<file path="src/rtl/dp_port_arbiter_pkg.sv">
// rtl/dp_port_arbiter_pkg.sv - shared types for the data-pointer port arbiter
package dp_port_arbiter_pkg;

    typedef enum logic [1:0] {
        SREG_ES = 2'd0,
        SREG_CS = 2'd1,
        SREG_SS = 2'd2,
        SREG_DS = 2'd3
    } sreg_index_e;

    typedef struct packed {
        logic [15:0] addr;
        logic [15:0] dout;
        sreg_index_e sreg;
        logic        write;
        logic        wide;
        logic        io;
    } dp_desc_t;

    typedef enum logic {
        ARB_IDLE = 1'b0,
        ARB_WAIT = 1'b1
    } arb_state_e;

endpackage

</file>
<file path="src/rtl/dp_port_arbiter_priority_select.sv">
// rtl/dp_port_arbiter_priority_select.sv - lowest-index-first select, optionally restricted to one index
module dp_port_arbiter_priority_select #(
    parameter int N_REQ = 3,
    parameter int GW    = 2
) (
    input  logic [N_REQ-1:0] pending,
    input  logic             lock_en,
    input  logic [GW-1:0]    lock_idx,
    output logic             valid,
    output logic [GW-1:0]    idx
);

    logic [N_REQ-1:0] eligible;

    always_comb begin
        eligible = pending;
        if (lock_en) begin
            eligible = pending & (N_REQ'(1) << lock_idx);
        end
        valid = |eligible;
        idx   = '0;
        // Walk downward so the lowest eligible index is the last one written.
        for (int i = N_REQ - 1; i >= 0; i--) begin
            if (eligible[i]) begin
                idx = GW'(i);
            end
        end
    end

endmodule

</file>
<file path="src/rtl/dp_port_arbiter.sv">
// rtl/dp_port_arbiter.sv - shares the data-pointer port between toggle-handshake requesters
module dp_port_arbiter
    import dp_port_arbiter_pkg::*;
#(
    parameter int N_REQ = 3,
    localparam int GW   = (N_REQ > 1) ? $clog2(N_REQ) : 1
) (
    input  logic                   clk,
    input  logic                   reset,
    input  logic                   ce_1,
    input  logic                   ce_2,
    input  logic [N_REQ-1:0]       rq_req,
    output logic [N_REQ-1:0]       rq_ack,
    input  logic [N_REQ-1:0]       rq_lock,
    input  logic [N_REQ-1:0][15:0] rq_addr,
    input  logic [N_REQ-1:0][15:0] rq_dout,
    input  sreg_index_e [N_REQ-1:0] rq_sreg,
    input  logic [N_REQ-1:0]       rq_write,
    input  logic [N_REQ-1:0]       rq_wide,
    input  logic [N_REQ-1:0]       rq_io,
    output logic [15:0]            rq_din,
    output logic [15:0]            dp_addr,
    output logic [15:0]            dp_dout,
    output sreg_index_e            dp_sreg,
    output logic                   dp_write,
    output logic                   dp_wide,
    output logic                   dp_io,
    output logic                   dp_req,
    input  logic                   dp_ready,
    input  logic [15:0]            dp_din,
    output logic [GW-1:0]          grant,
    output logic                   busy,
    output logic                   locked
);

    arb_state_e       state_q, state_d;
    logic [N_REQ-1:0] ack_q, ack_d;
    logic             dp_req_q, dp_req_d;
    logic [15:0]      din_q, din_d;
    dp_desc_t         desc_q, desc_d;
    logic [GW-1:0]    grant_q, grant_d;
    logic             busy_q, busy_d;
    logic             locked_q, locked_d;
    logic             armed_q, armed_d;

    logic [N_REQ-1:0] pending;
    logic             sel_valid;
    logic [GW-1:0]    sel_idx;
    dp_desc_t         rq_desc [N_REQ];

    // Everything advances on phase 2; phase 1 belongs to the bus control unit.
    logic ce_1_unused;
    assign ce_1_unused = ce_1;

    assign pending = rq_req ^ ack_q;

    always_comb begin
        for (int i = 0; i < N_REQ; i++) begin
            rq_desc[i] = '{addr:  rq_addr[i],
                           dout:  rq_dout[i],
                           sreg:  rq_sreg[i],
                           write: rq_write[i],
                           wide:  rq_wide[i],
                           io:    rq_io[i]};
        end
    end

    dp_port_arbiter_priority_select #(
        .N_REQ (N_REQ),
        .GW    (GW)
    ) u_select (
        .pending  (pending),
        .lock_en  (locked_q),
        .lock_idx (grant_q),
        .valid    (sel_valid),
        .idx      (sel_idx)
    );

    always_comb begin
        state_d  = state_q;
        ack_d    = ack_q;
        dp_req_d = dp_req_q;
        din_d    = din_q;
        desc_d   = desc_q;
        grant_d  = grant_q;
        busy_d   = busy_q;
        locked_d = locked_q;
        armed_d  = armed_q;
        case (state_q)
            ARB_IDLE: begin
                if (sel_valid) begin
                    desc_d   = rq_desc[sel_idx];
                    dp_req_d = ~dp_req_q;
                    grant_d  = sel_idx;
                    busy_d   = 1'b1;
                    armed_d  = 1'b0;
                    state_d  = ARB_WAIT;
                end
            end
            ARB_WAIT: begin
                // dp_ready still reflects the previous request on the first phase 2.
                if (!armed_q) begin
                    armed_d = 1'b1;
                end else if (dp_ready) begin
                    din_d          = dp_din;
                    ack_d[grant_q] = ~ack_q[grant_q];
                    locked_d       = rq_lock[grant_q];
                    busy_d         = 1'b0;
                    state_d        = ARB_IDLE;
                end
            end
            default: state_d = ARB_IDLE;
        endcase
    end

    always_ff @(posedge clk) begin
        if (reset) begin
            state_q  <= ARB_IDLE;
            ack_q    <= '0;
            dp_req_q <= 1'b0;
            din_q    <= '0;
            desc_q   <= '0;
            grant_q  <= '0;
            busy_q   <= 1'b0;
            locked_q <= 1'b0;
            armed_q  <= 1'b0;
        end else if (ce_2) begin
            state_q  <= state_d;
            ack_q    <= ack_d;
            dp_req_q <= dp_req_d;
            din_q    <= din_d;
            desc_q   <= desc_d;
            grant_q  <= grant_d;
            busy_q   <= busy_d;
            locked_q <= locked_d;
            armed_q  <= armed_d;
        end
    end

    assign rq_ack   = ack_q;
    assign rq_din   = din_q;
    assign dp_addr  = desc_q.addr;
    assign dp_dout  = desc_q.dout;
    assign dp_sreg  = desc_q.sreg;
    assign dp_write = desc_q.write;
    assign dp_wide  = desc_q.wide;
    assign dp_io    = desc_q.io;
    assign dp_req   = dp_req_q;
    assign grant    = grant_q;
    assign busy     = busy_q;
    assign locked   = locked_q;

endmodule

</file>
<file path="config.mk">
export PLATFORM = sky130hd
export DESIGN_NAME = dp_port_arbiter
export DESIGN_NICKNAME = d
export VERILOG_FILES = /design/src/rtl/dp_port_arbiter_pkg.sv /design/src/rtl/dp_port_arbiter_priority_select.sv /design/src/rtl/dp_port_arbiter.sv
export SDC_FILE = /design/constraint.sdc
export NUM_CORES = 1
export LEC_CHECK = 0
export CORE_ASPECT_RATIO = 1.25
export CORE_MARGIN = 8
export CORE_UTILIZATION = 33
export CTS_CLUSTER_DIAMETER = 150
export CTS_CLUSTER_SIZE = 20
export DETAILED_ROUTE_END_ITERATION = 6
export PLACE_DENSITY = 0.75
export REMOVE_ABC_BUFFERS = 1
export SKIP_CTS_REPAIR_TIMING = 1
export SYNTH_ARGS = -nofsm -noshare
export SYNTH_HDL_FRONTEND = slang
export SYNTH_SLANG_ARGS = --single-unit
</file>
<file path="constraint.sdc">
create_clock -name clk -period 1.85 [get_ports clk]
set_input_delay 0.2775 -clock clk [delete_from_list [all_inputs] [get_ports clk]]
set_output_delay 0.2775 -clock clk [all_outputs]
set_load 0.01 [all_outputs]
</file>
==> results.tsv <==
metric	value	unit
Max Transition Viols Final	0	
Setup TNS Final	0	ns
fin nets	736	
drt pass-1 iters	4	
share of post-route cells with drive strength above 1	19.4	%
share of synthesized registers carrying an async set or reset	0	%
Final GP Congestion	0.811	
first-pass GRT wire length	19.0	mm
most instantiated cells after synthesis	63 x dfxtp_1, 46 x nor2_1, 40 x nor3_1	
GR Util All Layers	19.2	%
FILL cells	696	
Final Cycle Share	99.3	%
maximum capacitance violations	0	
total chip power	4.33	mW
H-Tree Depth	3	
relative slew slack	65.3	%
endpoints failing hold	0	
largest area contributor in the netlist	dfxtp_1	
synth unique cells	29	
peak supply drop	0.000429	V
YS warnings	0	
Syn Inst Count	376	
Fmax achieved	0.544	GHz
hold wc startpoint	rq_din[0]	
Cell Area, Synth	3020	sq um
Worst-path clk slew	0.05	ns
crit end category	flop	
status	finished clean	
area delta synth->final	98.1	%
Yosys reg bits	63	
core area	9030	sq um
Simple-Gate Fraction of Synth Area	26.2	%
power density over cell area	722	nW/um^2
largest family of logic cells by synthesized area	simple AND/OR/NAND/NOR gates	
Critical Path Fanout Max	7	
ant diodes	0	
Buf/Inv on CP	2	
I/O Buffers	197	
Post-synth EDFFs	0	
startpoint types	flop	
Skew-Pair Late Insertion Delay	0.33	ns
syn_area_per_cell	8.04	sq um
Multi-input gate area	1710	sq um
area share of the largest cell type after synthesis	41.7	%
worst-path cell chain	xor2_2 > nand2_2 > buf_4 > a21boi_4 > clkbuf_16 > or2_2 > a32o_1	
worst-margin pin slew	0.519	ns
antenna viol nets, final	0	
Post-Place Setup Slack	-0.508	ns
synth top area cells	dfxtp_1 42%, a32o_1 12%, or2_2 7.7%, nor3_1 6.6%, o21ai_0 6.1%	
die height	123	um
post-synthesis sequential area ratio	41.7	%
Starting Density	33.5	%
Clock Skew	0.00674	ns
WL final	13.6	mm
vias in the first global route	3891	
crit path kind	flop to flop	
Setup WS post-layout	0.0129	ns
die width	102	um
DR vias	3707	
die area	12500	sq um
RSZ-0062 raised after global routing	true	
Synth Area in Compound Gates	24.5	%
Row Count	39	
Crit path max-delay family	compound AO/OA/AOI/OAI gates	
Tmin final	1.84	ns
Leak	2.21	nW
cell total after placement	697	
Synth Area in XOR/XNOR	2.03	%
Iter 0 DRT Violations	153	
fin cells	726	
final instance area	5990	sq um
largest net degree at the start of global routing	38	
CP max stage cell	dfxtp_1	
prevailing post-synth register cell	dfxtp_1	
hold slack	0.452	ns
crit-path max cell delay	0.37	ns
CP required	2.07	ns
final count of negative-setup-slack endpoints	0	
initial antenna violation count	0	
HPWL Detailed	9.37	mm
number of buffers created by CTS	9	
WL/cell	18.7	um
Reg area	1270	sq um
worst hold path type	flop to flop	
clk buf depth	2	
vias per cell	5.11	
CTS tree	done	
Worst Setup SP	rq_ack[0]	
clk sink count	63	
Crit path arrival time	2.06	ns
post-synthesis mux area share	0.662	%
root buffer cell	clkbuf_16	
GR Overflow Total	0	
Post-Synth Adder-Cell Area	0	%
most frequent cell after synthesis	dfxtp_1	
Area after DPL	5370	sq um
RR Startpoint	rq_ack[0]	
Post-route DRC	0	
Core Util, Final	66.4	%
Top-Level Pins	199	
## report_power, final
part	internal [mW]	leakage, nW	switching, mW
clock	1.25	0.160	0.606
combinational	0.619	1.53	0.370
sequential	1.44	0.516	0.0454
## worst register-to-register path, cell delays in order, from the launching register on
cell       delay (ns)
dfxtp_1          0.37
xor2_2           0.20
nand2_2          0.12
buf_4            0.15
a21boi_4         0.17
clkbuf_16        0.18
or2_2            0.27
a32o_1           0.26
## sequential cells by signal, indices dropped and copies added, names as in the netlist, 2 cells and up
signal,flops
rq_ack,3
rq_din,16
dp_addr,16
dp_sreg,2
dp_dout,16
grant,2
## worst paths after layout
kind	cells after the start	slack, ns	endpoint
setup / recovery	7	0.01	dp_dout[6]
hold / removal	2	0.45	rq_din[0]
setup reg to reg	7	0.01	dp_dout[6]
hold reg to reg	2	0.45	rq_din[0]
## cell usage in the layout, fill, tap and decap left out, types with 3 or more instances in the layout
cell type        synthesis  routed
clkdlybuf4s50_1          0     195
dfxtp_1                 63      59
nor2_1                  46      45
nor3_1                  40      39
o21ai_0                 37      37
or2_2                   37      37
a32o_1                  37      37
nand2_1                 35      34
buf_4                    4      27
a21oi_1                 21      21
clkbuf_16                0      14
buf_12                   0       8
buf_6                    0       6
dfxtp_2                  0       4
xor2_2                   0       3
## final cells by class
cell class	count	area share, %
sequential	63	21.1
inverter	2	0.125
timing repair buffer	243	42.3
clock buffer	13	4.34
clock inverter	3	1.09
multi-input combinational	279	28.5
tap	123	2.57
## metal layers
layer,track usage [%],vias to the layer above,share of wire [%]
li1,-,1778,-
met1,20.0,1732,38
met2,34.4,175,51
met3,6.37,22,8.4
met4,8.12,0,2.0
met5,0,-,0
## kinds of logic after synthesis
logic type,Yosys count
buf+inv,35
compound gates,103
xor+xnor,7
flops,63
simple gates,166
mux,2
No activity file was read; power rests on OpenSTA's default activity.
